## config.mk

```make
export PLATFORM = sky130hd
export DESIGN_NAME = fighter_controller
export DESIGN_NICKNAME = d
export VERILOG_FILES = /design/src/rtl/fighter_pkg.sv /design/src/rtl/combo_detector.sv /design/src/rtl/fighter_controller.sv
export SDC_FILE = /design/constraint.sdc
export NUM_CORES = 1
export LEC_CHECK = 0
export BUFFER_PORTS_ARGS = -buffer_cell sky130_fd_sc_hd__buf_2
export CORE_AREA = 2 2 86 88
export DETAILED_ROUTE_END_ITERATION = 16
export DIE_AREA = 0 0 88 90
export MAX_ROUTING_LAYER = met4
export PLACE_DENSITY = 0.81
export SYNTH_ARGS = -nofsm -noshare
export SYNTH_HDL_FRONTEND = slang
export SYNTH_SLANG_ARGS = --single-unit
```

## constraint.sdc

```tcl
create_clock -name clk -period 3 [get_ports clk]
set_clock_uncertainty 0.05 [all_clocks]
set_input_delay 0.3 -clock clk [delete_from_list [all_inputs] [get_ports clk]]
set_output_delay 0.3 -clock clk [all_outputs]
set_load 0.01 [all_outputs]
```

## src/rtl/fighter_pkg.sv

```systemverilog
// Shared encodings and screen geometry for the per-player fighter controller.
package fighter_pkg;

  typedef enum logic [2:0] {
    STATE_NORMAL  = 3'b000,
    STATE_PUNCH   = 3'b001,
    STATE_SP_0    = 3'b010,
    STATE_INJURED = 3'b100
  } char_state_t;

  typedef enum logic [1:0] {
    MOVE_IDLE = 2'b00,
    MOVE_FWD  = 2'b01,
    MOVE_BACK = 2'b10
  } move_t;

  typedef enum logic [1:0] {
    COMBO_IDLE,
    COMBO_L,
    COMBO_LD,
    COMBO_LDR
  } combo_t;

  localparam int SCREEN_W = 96;
  localparam int SCREEN_H = 64;
  localparam int X_CENTRE = SCREEN_W / 2;
  localparam int Y_CENTRE = SCREEN_H / 2;

  // Moving right while facing right (or left while facing left) is forward.
  function automatic move_t walk_dir(input logic go_right, input logic facing_left);
    return (go_right ^ facing_left) ? MOVE_FWD : MOVE_BACK;
  endfunction

endpackage

```

## src/rtl/combo_detector.sv

```systemverilog
// Recognises left>down>right>attack within a tick window; latches special/attack requests until the next tick.
// Latency: edges are registered in one clk; requests are visible combinationally in the same clk.
module combo_detector
  import fighter_pkg::*;
#(
  parameter int COMBO_WINDOW = 20
) (
  input  logic clk,
  input  logic rst_n,
  input  logic tick,
  input  logic left_edge,
  input  logic down_edge,
  input  logic right_edge,
  input  logic attack_edge,
  output logic special_fire,
  output logic attack_fire
);

  localparam int WW = $clog2(COMBO_WINDOW + 2);

  combo_t          state, state_next;
  logic [WW-1:0]   win, win_next;
  logic            sf_q, atk_q, fire_now;

  assign fire_now     = attack_edge && (state == COMBO_LDR);
  assign special_fire = sf_q | fire_now;
  assign attack_fire  = atk_q | attack_edge;

  always_comb begin
    state_next = state;
    win_next   = win;
    if (tick && state != COMBO_IDLE) begin
      if (win == WW'(COMBO_WINDOW)) begin
        state_next = COMBO_IDLE;
        win_next   = '0;
      end else begin
        win_next = win + 1'b1;
      end
    end
    // An edge in the same clk as a window expiry is judged against the current state.
    if (attack_edge) begin
      state_next = COMBO_IDLE;
      win_next   = '0;
    end else if (left_edge) begin
      state_next = COMBO_L;
      win_next   = '0;
    end else if (down_edge) begin
      state_next = (state == COMBO_L) ? COMBO_LD : COMBO_IDLE;
      win_next   = '0;
    end else if (right_edge) begin
      state_next = (state == COMBO_LD) ? COMBO_LDR : COMBO_IDLE;
      win_next   = '0;
    end
  end

  always_ff @(posedge clk or negedge rst_n) begin
    if (!rst_n) begin
      state <= COMBO_IDLE;
      win   <= '0;
      sf_q  <= 1'b0;
      atk_q <= 1'b0;
    end else begin
      state <= state_next;
      win   <= win_next;
      sf_q  <= tick ? 1'b0 : special_fire;
      atk_q <= tick ? 1'b0 : attack_fire;
    end
  end

endmodule

```

## src/rtl/fighter_controller.sv

```systemverilog
// Per-fighter pose/position engine: walk, jump physics, attack timers, combo and injury, stepped once per game tick.
// Latency: outputs (except tick) update on the clk edge following a tick cycle; button edges between ticks are held until then.
module fighter_controller
  import fighter_pkg::*;
#(
  parameter int   TICK_DIV     = 1_666_667,
  parameter int   X_INIT       = X_CENTRE,
  parameter int   X_MIN        = 8,
  parameter int   X_MAX        = SCREEN_W - 8,
  parameter int   GROUND_Y     = Y_CENTRE,
  parameter int   STEP         = 2,
  parameter int   JUMP_V       = 6,
  parameter int   PUNCH_TICKS  = 12,
  parameter int   SP_TICKS     = 24,
  parameter int   INJ_TICKS    = 16,
  parameter int   COMBO_WINDOW = 20,
  parameter logic MIRROR_INIT  = 1'b0
) (
  input  logic       clk,
  input  logic       rst_n,
  input  logic       btn_left,
  input  logic       btn_right,
  input  logic       btn_up,
  input  logic       btn_down,
  input  logic       btn_attack,
  input  logic       hit,
  input  logic [6:0] opp_x,
  output logic [6:0] x,
  output logic [6:0] y,
  output logic       in_air,
  output logic [1:0] move_state,
  output logic [2:0] character_state,
  output logic       mirror,
  output logic       tick
);

  localparam int TW = (TICK_DIV > 1) ? $clog2(TICK_DIV) : 1;
  localparam logic [6:0]        XMIN7   = 7'(X_MIN);
  localparam logic [6:0]        XMAX7   = 7'(X_MAX);
  localparam logic [6:0]        STEP7   = 7'(STEP);
  localparam logic [6:0]        GROUND7 = 7'(GROUND_Y);
  localparam logic signed [8:0] GROUND9 = 9'(GROUND_Y);

  logic [TW-1:0]     tick_cnt;
  logic              prev_left, prev_right, prev_down, prev_attack;
  logic              left_edge, right_edge, down_edge, attack_edge;
  logic              hit_pend, hit_now, special_fire, attack_fire;
  char_state_t       state, state_n;
  move_t             move_q, move_n;
  logic [7:0]        timer, timer_n;
  logic signed [4:0] vy, vy_n, vy_dec;
  logic signed [8:0] y_calc;
  logic [6:0]        x_n, y_n;
  logic              air_n, mir_n;

  assign tick            = (tick_cnt == TW'(TICK_DIV - 1));
  assign left_edge       = btn_left   & ~prev_left;
  assign right_edge      = btn_right  & ~prev_right;
  assign down_edge       = btn_down   & ~prev_down;
  assign attack_edge     = btn_attack & ~prev_attack;
  assign hit_now         = hit_pend | hit;
  assign character_state = state;
  assign move_state      = move_q;

  combo_detector #(.COMBO_WINDOW(COMBO_WINDOW)) u_combo (
    .clk         (clk),
    .rst_n       (rst_n),
    .tick        (tick),
    .left_edge   (left_edge),
    .down_edge   (down_edge),
    .right_edge  (right_edge),
    .attack_edge (attack_edge),
    .special_fire(special_fire),
    .attack_fire (attack_fire)
  );

  always_ff @(posedge clk or negedge rst_n) begin
    if (!rst_n) begin
      tick_cnt    <= '0;
      prev_left   <= 1'b0;
      prev_right  <= 1'b0;
      prev_down   <= 1'b0;
      prev_attack <= 1'b0;
      hit_pend    <= 1'b0;
    end else begin
      tick_cnt    <= tick ? '0 : tick_cnt + 1'b1;
      prev_left   <= btn_left;
      prev_right  <= btn_right;
      prev_down   <= btn_down;
      prev_attack <= btn_attack;
      hit_pend    <= tick ? 1'b0 : hit_now;
    end
  end

  always_comb begin
    state_n = state;
    timer_n = timer;
    move_n  = MOVE_IDLE;
    x_n     = x;
    y_n     = y;
    air_n   = in_air;
    vy_n    = vy;
    mir_n   = mirror;
    vy_dec  = vy - 5'sd1;
    y_calc  = $signed({2'b00, y}) - {{4{vy[4]}}, vy};
    if (y_calc < 9'sd0) y_calc = 9'sd0;

    // Physics keeps running while airborne even if an attack or injury starts mid-jump.
    if (in_air) begin
      if (y_calc >= GROUND9 && vy_dec <= 5'sd0) begin
        y_n   = GROUND7;
        air_n = 1'b0;
        vy_n  = '0;
      end else begin
        y_n  = y_calc[6:0];
        vy_n = vy_dec;
      end
    end

    if (state == STATE_NORMAL) begin
      if (opp_x < x)      mir_n = 1'b1;
      else if (opp_x > x) mir_n = 1'b0;
    end

    if (hit_now) begin
      state_n = STATE_INJURED;
      timer_n = 8'(INJ_TICKS);
    end else if (state != STATE_NORMAL) begin
      timer_n = timer - 8'd1;
      if (timer_n == 8'd0) state_n = STATE_NORMAL;
    end else if (!in_air && (special_fire || attack_fire)) begin
      state_n = special_fire ? STATE_SP_0 : STATE_PUNCH;
      timer_n = special_fire ? 8'(SP_TICKS) : 8'(PUNCH_TICKS);
    end else begin
      if (btn_left ^ btn_right) begin
        move_n = walk_dir(btn_right, mirror);
        if (btn_right) x_n = (x > XMAX7 - STEP7) ? XMAX7 : x + STEP7;
        else           x_n = (x < XMIN7 + STEP7) ? XMIN7 : x - STEP7;
      end
      if (btn_up && !in_air) begin
        air_n = 1'b1;
        vy_n  = 5'(JUMP_V);
      end
    end
  end

  always_ff @(posedge clk or negedge rst_n) begin
    if (!rst_n) begin
      state  <= STATE_NORMAL;
      timer  <= '0;
      move_q <= MOVE_IDLE;
      x      <= 7'(X_INIT);
      y      <= GROUND7;
      in_air <= 1'b0;
      vy     <= '0;
      mirror <= MIRROR_INIT;
    end else if (tick) begin
      state  <= state_n;
      timer  <= timer_n;
      move_q <= move_n;
      x      <= x_n;
      y      <= y_n;
      in_air <= air_n;
      vy     <= vy_n;
      mirror <= mir_n;
    end
  end

endmodule
```

==> impl_results.md <==
* Run status: finished, final reports clean
* CTS buffer count at 9
* R2R cell count at 9
* Pleak at 2.11 nW
* First-pass GRT wire length at 14.4 mm
* Netlist area before placement at 0.00405 mm2
* Flop pwr share at 0.512
* Switching share of power at 0.217
* Setup TNS at 0 ns
* Area Overhead vs Synth at 12.6%
* Non-Filler Instances at 594
* Clock Latency Late Sink at 0.35 ns
* Crit Reg-Reg Endpoint: y[3]
* Largest net degree at the start of global routing at 69
* Yosys cell types at 58
* Die ar. at ~0.008 mm2
* Ys flop type: dfrtp_1
* Crit Path Category: reg -> reg
* # clock sinks at 68
* Resized Gates After CTS at 0
* Vias in the first global route at 3286
* Syn Inst Count at 448
* Slew HR at 0.433
* Routed wire length at 8.12 mm
* FILL cells at 563
* Drt first pass iters at 4
* Die W at about 88 um
* HP Start: btn_down
* Die Ht at 90 um
* Wire per inst at roughly 14 um
* PwrDens at about 400 mW/mm2
* Routed vias/inst at 5.58
* Yosys warnings at 0
* Total Routing Usage GR at 0.232
* Maximum clock rate at 379 MHz
* Placed Instances at approximately 580
* Cell count of the worst hold path at 1
* Worst Hold Class: in -> reg
* Int Pwr at between 0.001 and 0.0015 W
* CP startpoint: vy[0]
* CTS tree: done
* Cell taking the most area after synthesis: dfrtp_1
* Clock-pin slew on the worst setup and hold paths at ~0.070 ns
* Port Buffers at 35
* H-Tree Depth at 3
* Crit Path Max Fanout at 8
* Global route total overflow at 0
* Layout Utilization at 0.649
* Final nets at 530
* IO Count at 37
* Fin. Hold Viols at 0
* Max clock buf depth at 2
* Syn Nets at 488
* CTS Hold Bufs at 0
* Core Region at 0.00702 mm2
* Vias at about 3300
* Fraction of layout cells with a size suffix above 1 at 0.145
* Final Slew Violations at 0
* RSZ-0062 raised after global routing: false
* Final setup viols at 0
* Initial core utilization at 0.576
* Post-synth EDFFs at 0
* Synth top area share at 0.402
* Clock power frac at 0.453
* Post-DP HPWL at 5.84 mm
* Initial antenna violation count at 0
* Seq/Total Area, Yosys at 0.421
* Reg2Reg Setup Slack at ~0.36 ns
* Top cells by area, synth: dfrtp_1 40%, ha_1 7.4%, nand2_1 4.7%, nor2_1 4.4%, o21ai_0 4.3%
* Tmin final at 2.64 ns
* ANT nets after route at 0
* NetSw at 0.000394 W
* Max Cap Violations at 0
* R2R Path Start: vy[0]
* GP Congestion at 0.953
* # DRC at 0
* Postcts setup bufs at 0
* Syn avg cell area at 9.03 um2
* Final Cycle Share at 0.880
* Gate power share at 0.035
* Ys async rst share at 1.00
* Root Driver: clkbuf_8
* Least-Margin Pin Slew at 0.851 ns
* # diodes at 0
* Worst EP arrival at ~2.9 ns
* Hold Crit Endpoint: prev_down
* Iter 0 DRT Violations at ~210
* Worst vdd ir at 0.344 mV
* Startpoint Class: flip-flop
* Worst Setup End Kind: flip-flop
* Hold Worst Slack at 0.0280 ns
* WP data required at 3.22 ns
* Seq cells post-synth at 68
* Row cnt at 31
flip-flops by register name (all words and copies together), names as in the netlist, 2 cells and up:
signal / cells
move_state: 2
y: 7
character_state: 3
timer: 8
tick_cnt: 21
u_combo.state: 2
u_combo.win: 5
vy: 5
x: 6
cells in the mapped netlist (all sizes together) (2+ instances only):
cell type,n
a221oi,3
and2,6
clkbuf,3
xor2,16
nor4bb,2
nor2b,6
nand3b,2
a21o,5
mux2i,2
o31ai,5
a211oi,2
nor3,12
o21ai,38
ha,24
nor3b,4
nand2b,6
a21oi,24
nor2,47
and3,3
nand3,22
dfrtp,65
dfstp,3
a31oi,5
nand4,7
and4bb,2
buf,5
xnor2,16
o22ai,5
inv,28
nand2,53
o22a,3
or3,3
and4,4
logic make-up after synthesis:
| group | Yosys count | synth area share |
|---|---|---|
| simple gates | 182 | 0.228 |
| compound gates | 101 | 0.157 |
| flops | 68 | 0.421 |
| buf+inv | 36 | 0.0368 |
| xor+xnor | 32 | 0.0693 |
| fa+ha+maj | 25 | 0.0792 |
| mux | 3 | 0.00773 |
| other cells | 1 | 0.000927 |
per-layer routing:
| layer | vias up | GRT usage | part of all wire |
|---|---|---|---|
| li1 | 1656 | - | - |
| met3 | 11 | 0.0523 | 0.041 |
| met1 | 1574 | 0.311 | 0.47 |
| met2 | 72 | 0.355 | 0.47 |
| met5 | - | - | 0 |
| met4 | 0 | 0.0654 | 0.014 |
power by group through the flow:
| stage | registers (W) | clock network, W | logic [W] |
|---|---|---|---|
| final | 0.000929 | 0.000821 | 0.0000629 |
| after global routing | 0.000929 | 0.000883 | 0.0000739 |
| after CTS | 0.000929 | 0.000834 | 0.0000639 |
| after detailed placement | 0.000947 | 0 | 0.0000635 |
| after global placement | 0.000946 | 0 | 0.0000607 |
| after floorplan | 0.000945 | 0 | 0.0000264 |
stage by stage:
step                cell area (um2)  worst slack (ns)  total power [W]
finish                         4560             0.360          0.00181
global route                   4560             0.110          0.00189
CTS                            4550             0.359          0.00183
detailed placement             4320             0.394          0.00101
global placement               4320             0.431          0.00101
floorplan                      4050             0.529         0.000972
cell usage in the layout (no fill, tap or decap), types with 3 or more instances in the layout:
cell / Yosys / final
nand4_1: 7 / 7
a21oi_1: 24 / 24
nor3b_1: 4 / 4
xor2_1: 16 / 16
nor2b_1: 6 / 6
a21o_1: 5 / 5
and2_1: 6 / 6
and4_1: 4 / 4
o22ai_1: 3 / 3
ha_1: 24 / 24
dfstp_2: 3 / 3
nand2_1: 51 / 51
nand2b_1: 6 / 6
nand3_1: 22 / 22
clkbuf_8: 0 / 13
o31ai_1: 5 / 5
xnor2_1: 16 / 16
and3_1: 3 / 3
o22a_1: 3 / 3
nor2_1: 47 / 47
a31oi_1: 5 / 5
buf_4: 3 / 3
o21ai_0: 35 / 35
inv_1: 27 / 27
dfrtp_1: 65 / 65
o21ai_2: 3 / 3
buf_2: 2 / 35
nor3_1: 11 / 11
a221oi_1: 3 / 3
worst max path at each step:
stage | cells past startpoint | to
after floorplan | 10 | y[2]
after global placement | 9 | y[2]
after detailed placement | 9 | y[3]
after CTS | 9 | y[3]
after global routing | 9 | vy[2]
final | 9 | y[3]
cell type report:
class | count | area [um2] | share of cell area
Tap cell | 99 | 124 | 0.0272
Timing Repair Buffer | 39 | 208 | 0.0456
Sequential cell | 68 | 1710 | 0.374
Multi-Input combinational cell | 344 | 2190 | 0.481
Inverter | 28 | 105 | 0.0231
Clock buffer | 13 | 179 | 0.0393
Clock inverter | 3 | 42.5 | 0.00934
critical path: stages (launching register included):
cell and delay, ns:
dfrtp_1 0.46, ha_1 0.25, fa_1 0.41, nor2b_1 0.17, nor2_1 0.07, o221a_2 0.27
xnor2_1 0.14, a21o_1 0.17, or3_4 0.42, o21ai_2 0.14
Power figures use the tool's default switching activity.
